<file path="src/rtl/tpu_mac.sv">
// tpu_mac: one processing element of a systolic matrix-multiply array.
// A is forwarded right and B downward through registers; signed A*B
// products accumulate in a local C register that can be loaded or chained
// through Cin/Cout.
// Build option: define TPU_MAC_SATURATE_EN to make accumulation saturate
// instead of wrapping. WrEn loads of Cin are never clamped.
module tpu_mac #(
  parameter int BITS_AB = 8,
  parameter int BITS_C  = 16
) (
  input  logic                      clk,
  input  logic                      rst_n,
  input  logic                      en,
  input  logic                      WrEn,
  input  logic signed [BITS_AB-1:0] Ain,
  input  logic signed [BITS_AB-1:0] Bin,
  input  logic signed [BITS_C-1:0]  Cin,
  output logic signed [BITS_AB-1:0] Aout,
  output logic signed [BITS_AB-1:0] Bout,
  output logic signed [BITS_C-1:0]  Cout
);

  // The accumulator must be able to hold at least one full product.
  generate
    if (BITS_C < 2 * BITS_AB) begin : g_width_check
      $error("tpu_mac: BITS_C must be >= 2*BITS_AB");
    end
  endgenerate

  logic signed [BITS_AB-1:0]   r_a;
  logic signed [BITS_AB-1:0]   r_b;
  logic signed [BITS_C-1:0]    r_c;
  logic signed [2*BITS_AB-1:0] w_prod;
  logic signed [BITS_C-1:0]    w_prod_ext;
  logic signed [BITS_C-1:0]    w_sum;
  logic signed [BITS_C-1:0]    w_acc_next;

  // The product uses the live inputs, not the forwarded registers.
  assign w_prod     = Ain * Bin;
  assign w_prod_ext = BITS_C'(w_prod);
  assign w_sum      = r_c + w_prod_ext;

`ifdef TPU_MAC_SATURATE_EN
  logic w_ovf_pos;
  logic w_ovf_neg;

  // Same-sign operands producing an opposite-sign result means overflow.
  assign w_ovf_pos = ~r_c[BITS_C-1] & ~w_prod_ext[BITS_C-1] &  w_sum[BITS_C-1];
  assign w_ovf_neg =  r_c[BITS_C-1] &  w_prod_ext[BITS_C-1] & ~w_sum[BITS_C-1];

  // Clamp the accumulated value to the representable range.
  always_comb begin
    w_acc_next = w_sum;
    if (w_ovf_pos) begin
      w_acc_next = {1'b0, {(BITS_C-1){1'b1}}};
    end else if (w_ovf_neg) begin
      w_acc_next = {1'b1, {(BITS_C-1){1'b0}}};
    end
  end
`else
  // Plain two's-complement wrap.
  always_comb begin
    w_acc_next = w_sum;
  end
`endif

  // Operand forwarding registers: advance only when the cell is enabled.
  always_ff @(posedge clk or negedge rst_n) begin
    if (!rst_n) begin
      r_a <= '0;
      r_b <= '0;
    end else if (en) begin
      r_a <= Ain;
      r_b <= Bin;
    end
  end

  // Accumulator: a load of Cin takes priority over a MAC step.
  always_ff @(posedge clk or negedge rst_n) begin
    if (!rst_n) begin
      r_c <= '0;
    end else if (WrEn) begin
      r_c <= Cin;
    end else if (en) begin
      r_c <= w_acc_next;
    end
  end

  assign Aout = r_a;
  assign Bout = r_b;
  assign Cout = r_c;

endmodule

</file>
<file path="config.mk">
export PLATFORM = sky130hd
export DESIGN_NAME = tpu_mac
export DESIGN_NICKNAME = d
export VERILOG_FILES = /design/src/rtl/tpu_mac.sv
export SDC_FILE = /design/constraint.sdc
export NUM_CORES = 1
export LEC_CHECK = 0
export BUFFER_PORTS_ARGS = -buffer_cell sky130_fd_sc_hd__clkbuf_2
export CAP_MARGIN = 20
export CORE_UTILIZATION = 52
export CTS_BUF_LIST = sky130_fd_sc_hd__clkbuf_2
export CTS_CLUSTER_SIZE = 28
export DETAILED_ROUTE_END_ITERATION = 6
export HOLD_SLACK_MARGIN = 0.02
export MAX_ROUTING_LAYER = met4
export PLACE_DENSITY = 0.84
export SYNTH_ARGS = -nofsm -noshare
export SYNTH_HDL_FRONTEND = slang
export SYNTH_SLANG_ARGS = --single-unit
</file>
<file path="constraint.sdc">
create_clock -name clk -period 4.8 [get_ports clk]
set_clock_uncertainty 0.15 [all_clocks]
set_input_delay 0.96 -clock clk [delete_from_list [all_inputs] [get_ports clk]]
set_output_delay 0.96 -clock clk [all_outputs]
set_load 0.02 [all_outputs]
</file>
; ---- Word level (Yosys, flattened, before mapping)
; Cells that the tools add are included.
[word_totals]
inputBits = 36
out_inout_bits = 32
elab_cells = 8
ff_bits = 32
[op_classes]
reduce_logical = 1
mux = 2
multipliers = 1
add_sub_neg = 1
[ops]
columns = cell, count
row1 = 16-bit 2-to-1 mux, 2
row2 = 16-bit adder, 1
row3 = 8-bit by 8-bit multiplier with 16-bit output, 1
row4 = 2-bit nonzero test, 1

; ---- Logic depth before layout (Yosys ltp)
; Gate-level depths: netlist (run 1).
[logic_depth]
ltp_word = 4
depth_mapped = 18
mapped_depth_nobuf = 18

; ---- Worst setup path before layout (run 1)
; No wires, ideal clock.
[synth_path]
kind = input to register
start = in Bin[0]
end = reg r_c[14] (netlist: Cout[14])
required_time_ns = 4.527
setup_slack_ns = -0.780
cell_stages = 15
path_buffers = 1
setup_time_ns = 0.123
arrival_ns = 5.307
path_cell_list = clkbuf_1 -> and2_1 -> inv_1 -> fa_1 -> inv_1 -> fa_1 -> fa_1 -> fa_1 -> fa_1 -> ha_1 -> a21oi_2 -> o211ai_2 -> a31oi_1 -> xnor2_1 -> o221a_1
[synth_via]
elab_chain_len = 4
[synth_lines]
columns = item, line
row1 = from (decl), 16  ; input logic signed [BITS_AB-1:0] Bin,
row2 = 8-bit by 8-bit multiplier with 16-bit output, 39  ; assign w_prod = Ain * Bin;
row3 = 16-bit adder, 41  ; assign w_sum = r_c + w_prod_ext;
row4 = 16-bit 2-to-1 mux, 84  ; end else if (en) begin
row5 = 16-bit 2-to-1 mux, 82  ; end else if (WrEn) begin
row6 = to (signal assigned), 83  ; r_c <= Cin;
row7 = to (signal assigned), 85  ; r_c <= w_acc_next;
row8 = to (decl), 32  ; logic signed [BITS_C-1:0] r_c;
; No other way between the ends. The select of a mux whose other input is x is not followed.
; A chain may end at the register's enable or synchronous reset.

; ---- Worst setup path in the final report (run 1)
[layout_path]
start = in Bin[5]
end = reg r_c[14] (netlist: Cout[14])
; The elaborated chain is that of the path after synthesis.

==> out/qor.yml, run 1 <==
run_status: "complete, but fails checks"
violations: "negative setup slack"
path_cells: "clkbuf_8 -> buf_12 -> and2_4 -> fa_1 -> fa_1 -> fa_1 -> fa_1 -> ha_4 -> ha_4 -> a21o_4 -> a21oi_4 -> o211ai_2 -> a31oi_1 -> xnor2_1 -> o221a_1"
syn_to_final_growth_pct: 32.9
crit_slowest_cell: "fa_1"
rrSetupSlack_ps: 230
clkSinkCount: 32
end_kind: "flip-flop"
crit_path_end: "Cout[14]"
diodes: 0
fp.dieW_um: 91.6
synthesis.area_mm2: 0.00417
first_pass_iters: 4
setup_viol: 4
hold_violations: 0
gp_congestion: 0.887
dieArea_mm2: 0.00839
cts_root_buffer: "clkbuf_2"
worstMarginPinSlew_ps: 952
cts_buffers: 5
dp_slack_ps: -531
r2r_start: "Cout[4]"
grt_overflow: 0
relSlewSlack_pct: 36.5
post_dp_cell_area_mm2: 0.00506
ys_async_sr_fraction_pct: 100
vias: 3338
drtIter0Drc: 109
synth_fp_nets: 546
drc: 0
io_buffers: 67
n_fill_cell: 540
yosys_warnings: 0
period_minus_slack_ps: 4900
worst_ep_arrival_time_ps: 5050
wl_per_cell_um: 17.2
critPathLaunchType: "input pin"
synth_cell_types: 31
cts_tree: "yes"
crit_fanout: 7
grt_pass1_wl_um: 17100
std_cell_rows: 32
final_cells: 625
r2r_end: "Cout[14]"
ys_seq_area_share_pct: 19.2
io_pins: 68
grt_max_degree: 35
hold_depth: 1
path_clk_slew_ps: 170
mostFrequentLayoutCells: "inv_1, fa_1, clkbuf_2"
die_h_um: 91.6
path_depth: 15
wirelength_um: 10800
max_freq_mhz: 204
max_stage_delay_ps: 620
drive_above_1_share_pct: 39.6
slew_viol_final: 0
syn_avg_cell_area_um2: 10.4
ys.flop_type: "dfrtp_1"
crit_type: "in2reg"
synthCells: 402
holdCritPathClass: "reg2reg"
path_buf_inv: 2
initial_core_util_pct: 54.0
core_area_mm2: 0.00773
worst_r2r_path_depth: 17
critical_path.top_delay_family: "adder cells"
clock_latency_ps: 400
antenna_found_initial: 0
crit_top_cell: "fa_1"
cap_violations: 0
synth_edf_count: 0
worst_slack_ps: -105
ys_ff_latch: 32
dp_hpwl_um: 8050
clk_path_buf_depth: 2
rsz0062_at_grt: "true"
nets: 666
post_drt_via_cell_ratio: 5.34
startpoint: "Bin[5]"
grt_pass1_vias: 3682
final_common_cell: "inv_1"
ant_nets: 0
fin_util_pct: 71.8
dpl.cell_count: 610
grtUsageTotal_pct: 27.1
crit_required_ps: 4950
design_area_mm2: 0.00555
h-tree-depth: 2
min_period_over_period_pct: 102
holdCritStartpoint: "Aout[0]"
[cells by family (layout without fill, tap and decap cells)]
group	Yosys count	count (layout)	share of synthesized area (%)
AO/OA/AOI/OAI	42	42	6.44
adder cells (fa/ha/maj)	108	108	45.1
AND/OR/NAND/NOR	89	89	10.3
flip-flops	32	32	19.2
buffers and inverters	83	204	7.52
multiplexers	28	28	7.19
XOR/XNOR	20	20	4.20
[layer usage]
layer  part of all wire, %  GRT usage (%)  up-vias
li1                      -              -     1500
met1                    37           31.2     1689
met2                    57           49.2      109
met3                   3.4           3.35       40
met4                   3.4           8.20        0
met5                     0              -        -
[layout make-up]
type                       count  area, um2  share of cell area, %
clock buffer                   7       35.0                  0.631
clock inverter                 1       3.75                 0.0677
inverter                      72        272                   4.89
multi-input combinational    287       3380                   60.9
sequential                    32        801                   14.4
tap                          102        128                   2.30
timing repair buffer         124        932                   16.8
[worst min path at each step]
stage / endpoint / slack [ps]
3_3_place_gp: Bout[3] / 340
5_1_grt: Aout[3] / 410
2_1_floorplan: Bout[0] / 490
6_report: Aout[0] / 380
4_1_cts: Bout[7] / 380
3_5_place_dp: Bout[7] / 340
[what timing repair did]
action                     4_1_cts  5_1_grt
hold buffers                     0        0
setup buffers                    5        2
gates resized for setup         36       50
setup endpoints to repair        7        8
pin swaps                       33       48
[registers in the layout, indices dropped and copies added, names as in the netlist]
name / flops
Aout: 8
Bout: 8
Cout: 16
[worst register-to-register path, stage by stage, from the launching register on]
cell and delay [ps]:
dfrtp_1 410, inv_1 90, fa_1 570, inv_2 50, fa_1 480, ha_4 290, inv_2 30, fa_1 510
inv_2 50, ha_4 220, ha_4 170, fa_2 400, a21o_1 210, a21oi_4 160, o211ai_2 140, a31oi_1 230
xnor2_1 100, o221a_1 220
[synthesized netlist by cell type, types with 3 or more instances]
cell      instances  area [um2]
inv_1            71         267
mux2i_1          12         120
dfrtp_1          32         801
ha_1             37         463
a21oi_1           7        35.0
mux2_2           16         180
o21ai_0          16        80.1
fa_1             71        1420
clkbuf_1          9        33.8
xnor2_1          19         166
and2_1           32         200
nor2_1           12        45.0
a21o_1            4        30.0
o21bai_1          3        22.5
nand2_1          38         143
[through the flow]
step	TNS (ps)	hold WS, ps
after global routing	-667	410
after detailed placement	-3690	344
after global placement	-2780	340
after CTS	-164	385
after floorplan	-1240	486
final	-287	378
Power of run 1 is left out: the tool's default activity adds up to more than one toggle a clock period on the data nets, which glitch-free logic cannot reach.
==> inputs of run 2 (changes only) <==
--- a/config.mk
+++ b/config.mk
@@ -14,6 +14,7 @@
 export HOLD_SLACK_MARGIN = 0.02
 export MAX_ROUTING_LAYER = met4
 export PLACE_DENSITY = 0.84
+export SETUP_SLACK_MARGIN = 0.15
 export SYNTH_ARGS = -nofsm -noshare
 export SYNTH_HDL_FRONTEND = slang
 export SYNTH_SLANG_ARGS = --single-unit
==> out/qor.yml, run 2 (same netlist as run 1, synthesis figures left out) <==
wl_per_cell_um: 16.4  # was 17.2 um
crit_required_ps: 4940  # was 4950 ps
holdCritPathClass: "reg2reg"  # unchanged
crit_fanout: 5  # was 7
core_area_mm2: 0.00773  # unchanged
holdCritStartpoint: "Bout[3]"  # was Aout[0]
crit_type: "in2reg"  # unchanged
path_clk_slew_ps: 170  # about the same
worst_r2r_path_depth: 16  # was 17
post_drt_via_cell_ratio: 5.30  # was 5.34
fp.dieW_um: 91.6  # unchanged
grt_pass1_wl_um: 17000  # was 17100 um
period_minus_slack_ps: 4820  # was 4900 ps
dp_hpwl_um: 8080  # was 8050 um
met2_usage_pct: 49.0  # was 49.2%
cts_tree: "yes"  # unchanged
hold_violations: 0  # unchanged
r2r_start: "Cout[6]"  # was Cout[4]
slew_viol_final: 0  # unchanged
grtUsageTotal_pct: 26.8  # was 27.1%
end_kind: "flip-flop"  # unchanged
hold_depth: 1  # unchanged
run_status: "complete, but fails checks"  # unchanged
rsz0062_at_grt: "true"  # unchanged
final_common_cell: "inv_1"  # unchanged
max_freq_mhz: 208  # was 204 MHz
syn_to_final_growth_pct: 31.9  # was 32.9%
first_pass_iters: 4  # unchanged
io_pins: 68  # unchanged
clkSinkCount: 32  # unchanged
ctsHoldBuffers: 0  # unchanged
min_period_over_period_pct: 100  # was 102%
crit_slowest_cell: "fa_1"  # unchanged
clk_path_buf_depth: 2  # unchanged
grt_busiest_layer: "met2"  # unchanged
grt_overflow: 0  # unchanged
dpl.cell_count: 611  # was 610
gp_congestion: 0.900  # was 0.887
h-tree-depth: 2  # unchanged
met1_usage_pct: 30.1  # was 31.2%
worst_slack_ps: -17.6  # was -105 ps
path_cells: "clkbuf_16 -> buf_8 -> and2_4 -> fa_1 -> fa_1 -> fa_1 -> fa_1 -> ha_1 -> ha_2 -> or3_4 -> o211ai_1 -> a31oi_1 -> xnor2_1 -> o21ai_1"  # was clkbuf_8 -> buf_12 -> and2_4 -> fa_1 -> fa_1 -> fa_1 -> fa_1 -> ha_4 -> ha_4 -> a21o_4 -> a21oi_4 -> o211ai_2 -> a31oi_1 -> xnor2_1 -> o221a_1
std_cell_rows: 32  # unchanged
ant_nets: 0  # unchanged
grt_max_degree: 35  # unchanged
cts_buffers: 5  # unchanged
drtIter0Drc: 96  # was 109
initial_core_util_pct: 54.0  # unchanged
max_stage_delay_ps: 580  # was 620 ps
io_buffers: 67  # unchanged
setup_viol: 1  # was 4
dieArea_mm2: 0.00839  # unchanged
diodes: 0  # unchanged
grt_pass1_vias: 3721  # was 3682
die_h_um: 91.6  # unchanged
relSlewSlack_pct: 35.5  # was 36.5%
worstMarginPinSlew_ps: 968  # was 952 ps
r2r_end: "Cout[15]"  # was Cout[14]
drive_above_1_share_pct: 38.1  # was 39.6%
largest_register_ffs: 16  # unchanged
rrSetupSlack_ps: 260  # was 230 ps
crit_top_cell: "fa_1"  # unchanged
wirelength_um: 10200  # was 10800 um
worst_ep_arrival_time_ps: 4960  # was 5050 ps
nets: 665  # was 666
hold_end: "Bout[3]"  # was Aout[0]
cts_root_buffer: "clkbuf_2"  # unchanged
mostFrequentLayoutCells: "inv_1, fa_1, clkbuf_2"  # unchanged
final_cells: 624  # was 625
vias: 3305  # was 3338
cap_violations: 0  # unchanged
drc: 0  # unchanged
clock_latency_ps: 390  # was 400 ps
antenna_found_initial: 0  # unchanged
grt_use_met3_pct: 3.77  # was 3.35%
critPathLaunchType: "input pin"  # unchanged
violations: "negative setup slack"  # unchanged
## run 2: cell count changes in the layout (fill, tap and decap cells not counted), moves of 3 or more
cell / before / now
ha_2: 5 / 2
buf_6: 12 / 8
o21ai_0: 12 / 9
ha_1: 18 / 22
buf_8: 2 / 6
nand2_2: 3 / 6
clkbuf_2: 62 / 59
buf_4: 44 / 51
o21ai_1: 3 / 7
## run 2: layout make-up
class	instances	area, um2
clock inverter	1	3.75
tap	102	128
fill	557	2220
clock buffer	7	35.0
timing repair buffer	123	930
sequential	32	801
multi-input combinational	287	3330
inverter	72	275
## run 2: worst max path at each step
stage	from	endpoint	slack [ps]
floorplan	Bin[0]	Cout[15]	-250
global placement	Ain[3]	Cout[15]	-410
detailed placement	Bin[2]	Cout[15]	-530
CTS	Ain[0]	Cout[15]	-40
global route	Ain[4]	Cout[15]	-100
finish	Ain[4]	Cout[15]	-20
## run 2: timing repair
item	4_1_cts	5_1_grt
endpoints found under the hold margin	0	0
pin swaps	32	31
buffers inserted	5	0
resized for setup	43	44
endpoints found under the setup margin	8	8
## run 2: layer usage
metal	wire length, um	vias to the layer above
met5	0	-
met3	411	34
li1	-	1494
met4	278	0
met1	3830	1674
met2	5700	103
## run 2: stage by stage
step                cell area (um2)  worst slack (ps)  TNS [ps]  hold WS [ps]  util [%]
global route                   5510             -95.9      -188           404      71.2
CTS                            5390             -44.7     -76.3           382      69.8
global placement               5070              -407     -2780           340      65.6
finish                         5510             -17.6     -17.6           380      71.2
floorplan                      4290              -255     -1240           486         -
detailed placement             5070              -527     -3680           345      65.6
## run 2: worst max-delay path, delay by kind of cell
| kind | cells | cell delay, ps |
|---|---|---|
| compound gates | 3 | 510 |
| xor+xnor | 1 | 210 |
| fa+ha+maj | 6 | 2500 |
| buf+inv | 2 | 250 |
| simple gates | 2 | 520 |
Power of run 2 is left out for the same reason.
==> inputs of run 3 (changes only) <==
--- a/config.mk
+++ b/config.mk
@@ -7,6 +7,7 @@
 export LEC_CHECK = 0
 export BUFFER_PORTS_ARGS = -buffer_cell sky130_fd_sc_hd__clkbuf_2
 export CAP_MARGIN = 20
+export CORE_MARGIN = 8
 export CORE_UTILIZATION = 52
 export CTS_BUF_LIST = sky130_fd_sc_hd__clkbuf_2
 export CTS_CLUSTER_SIZE = 28
==> out/qor.yml, run 3 (same netlist as run 1, synthesis figures left out) <==
holdCritStartpoint: "Bout[7]"  # was Bout[3]
syn_to_final_growth_pct: 33.0  # was 31.9%
worst_ep_arrival_time_ps: 4990  # was 4960 ps
end_kind: "flip-flop"  # unchanged
crit_fanout: 7  # was 5
run_status: "complete, but fails checks"  # unchanged
mostFrequentLayoutCells: "inv_1, fa_1, clkbuf_2"  # unchanged
first_pass_iters: 4  # unchanged
clock_latency_ps: 400  # was 390 ps
clkSinkCount: 32  # unchanged
worst_r2r_path_depth: 17  # was 16
n_fill_cell: 546  # was 557
dp_hpwl_um: 8610  # was 8080 um
final_cells: 623  # was 624
drive_above_1_share_pct: 40.5  # was 38.1%
drtIter0Drc: 100  # was 96
h-tree-depth: 2  # unchanged
dpl.cell_count: 607  # was 611
worstMarginPinSlew_ps: 962  # was 968 ps
grt_overflow: 0  # unchanged
nets: 665  # unchanged
crit_type: "in2reg"  # unchanged
min_period_over_period_pct: 101  # was 100%
slew_viol_final: 0  # unchanged
rrSetupSlack_ps: 280  # was 260 ps
r2r_start: "Cout[6]"  # unchanged
max_freq_mhz: 206  # was 208 MHz
antenna_found_initial: 0  # unchanged
grt_pass1_vias: 3926  # was 3721
relSlewSlack_pct: 35.8  # was 35.5%
violations: "negative setup slack"  # unchanged
hold_depth: 1  # unchanged
startpoint: "Bin[6]"  # was Ain[4]
cts_buffers: 5  # unchanged
fin_tns_setup_ps: -46.0  # was -17.6 ps
ant_nets: 0  # unchanged
cap_violations: 0  # unchanged
core_area_mm2: 0.00777  # was 0.00773 mm2
diodes: 0  # unchanged
vias: 3308  # was 3305
largest_register_ffs: 16  # unchanged
setup_viol: 1  # unchanged
path_clk_slew_ps: 160  # was 170 ps
holdCritPathClass: "reg2reg"  # unchanged
clk_path_buf_depth: 2  # unchanged
io_pins: 68  # unchanged
fp.dieW_um: 106  # was 91.6 um
wirelength_um: 11000  # was 10200 um
drc: 0  # unchanged
grt_pass1_wl_um: 18300  # was 17000 um
initial_core_util_pct: 53.7  # was 54.0%
cts_root_buffer: "clkbuf_2"  # unchanged
final_common_cell: "inv_1"  # unchanged
critPathLaunchType: "input pin"  # unchanged
hold_violations: 0  # unchanged
path_cells: "buf_6 -> buf_6 -> and2_4 -> fa_2 -> fa_1 -> fa_1 -> fa_1 -> ha_4 -> ha_4 -> or3_4 -> o211ai_1 -> buf_4 -> a21oi_4 -> xnor2_1 -> o21ai_1"  # was clkbuf_16 -> buf_8 -> and2_4 -> fa_1 -> fa_1 -> fa_1 -> fa_1 -> ha_1 -> ha_2 -> or3_4 -> o211ai_1 -> a31oi_1 -> xnor2_1 -> o21ai_1
die_h_um: 106  # was 91.6 um
max_stage_delay_ps: 610  # was 580 ps
std_cell_rows: 32  # unchanged
crit_required_ps: 4940  # about the same
dieArea_mm2: 0.0112  # was 0.00839 mm2
grtUsageTotal_pct: 20.8  # was 26.8%
post_drt_via_cell_ratio: 5.31  # was 5.30
dp_slack_ps: -622  # was -527 ps
grt_max_degree: 35  # unchanged
crit_top_cell: "fa_1"  # unchanged
wl_per_cell_um: 17.7  # was 16.4 um
gp_congestion: 0.858  # was 0.900
crit_slowest_cell: "fa_1"  # unchanged
worst_slack_ps: -46.0  # was -17.6 ps
period_minus_slack_ps: 4850  # was 4820 ps
cts_tree: "yes"  # unchanged
rsz0062_at_grt: "true"  # unchanged
io_buffers: 67  # unchanged
[run 3: cell count changes in the layout (fill, tap and decap cells not counted), moves of 2 or more]
cell      change
buf_6         +2
nor2_2        +2
clkbuf_2      -2
o21ai_2       +2
nand2_2       +3
nand2_1       -2
buf_8         -2
o21ai_1       -2
[run 3: path summary, 6_finish.rpt]
kind                            end
min in group asynchronous   Cout[2]
max reg2reg                Cout[13]
min                         Bout[7]
max                        Cout[13]
min reg2reg                 Bout[7]
max in group asynchronous   Bout[6]
[run 3: final cells by class]
cell class	instances	area (um2)	area share, %
multi-input combinational	287	3390	61.1
timing repair buffer	123	922	16.6
sequential	32	801	14.4
inverter	72	275	4.96
tap	102	128	2.30
clock buffer	6	30.0	0.541
clock inverter	1	5.00	0.0901
[run 3: worst max-delay path: cells and delay by family]
family                   cells  cell delay, ps
buffers and inverters        3             400
AO/OA/AOI/OAI                3             410
adder cells (fa/ha/maj)      6            2530
XOR/XNOR                     1             150
AND/OR/NAND/NOR              2             530
[run 3: layer usage]
layer  wire length [um]  GRT usage [%]
met1               4140           21.9
met2               6130           37.6
met3                455           4.08
met4                318           8.14
met5                  0              -
[run 3: repair_timing]
item	4_1_cts	5_1_grt
buffers inserted	3	6
endpoints found under the setup margin	8	8
gates resized for setup	52	52
pin swaps	29	38
hold buffers	0	0
[run 3: metrics by stage]
stage / hold WS, ps / util (%) / cell area, um2
floorplan: 486 / - / 4290
global placement: 340 / 64.7 / 5030
detailed placement: 346 / 64.7 / 5030
CTS: 383 / 68.6 / 5330
global route: 399 / 71.5 / 5550
finish: 377 / 71.5 / 5550
Power of run 3 is left out for the same reason.
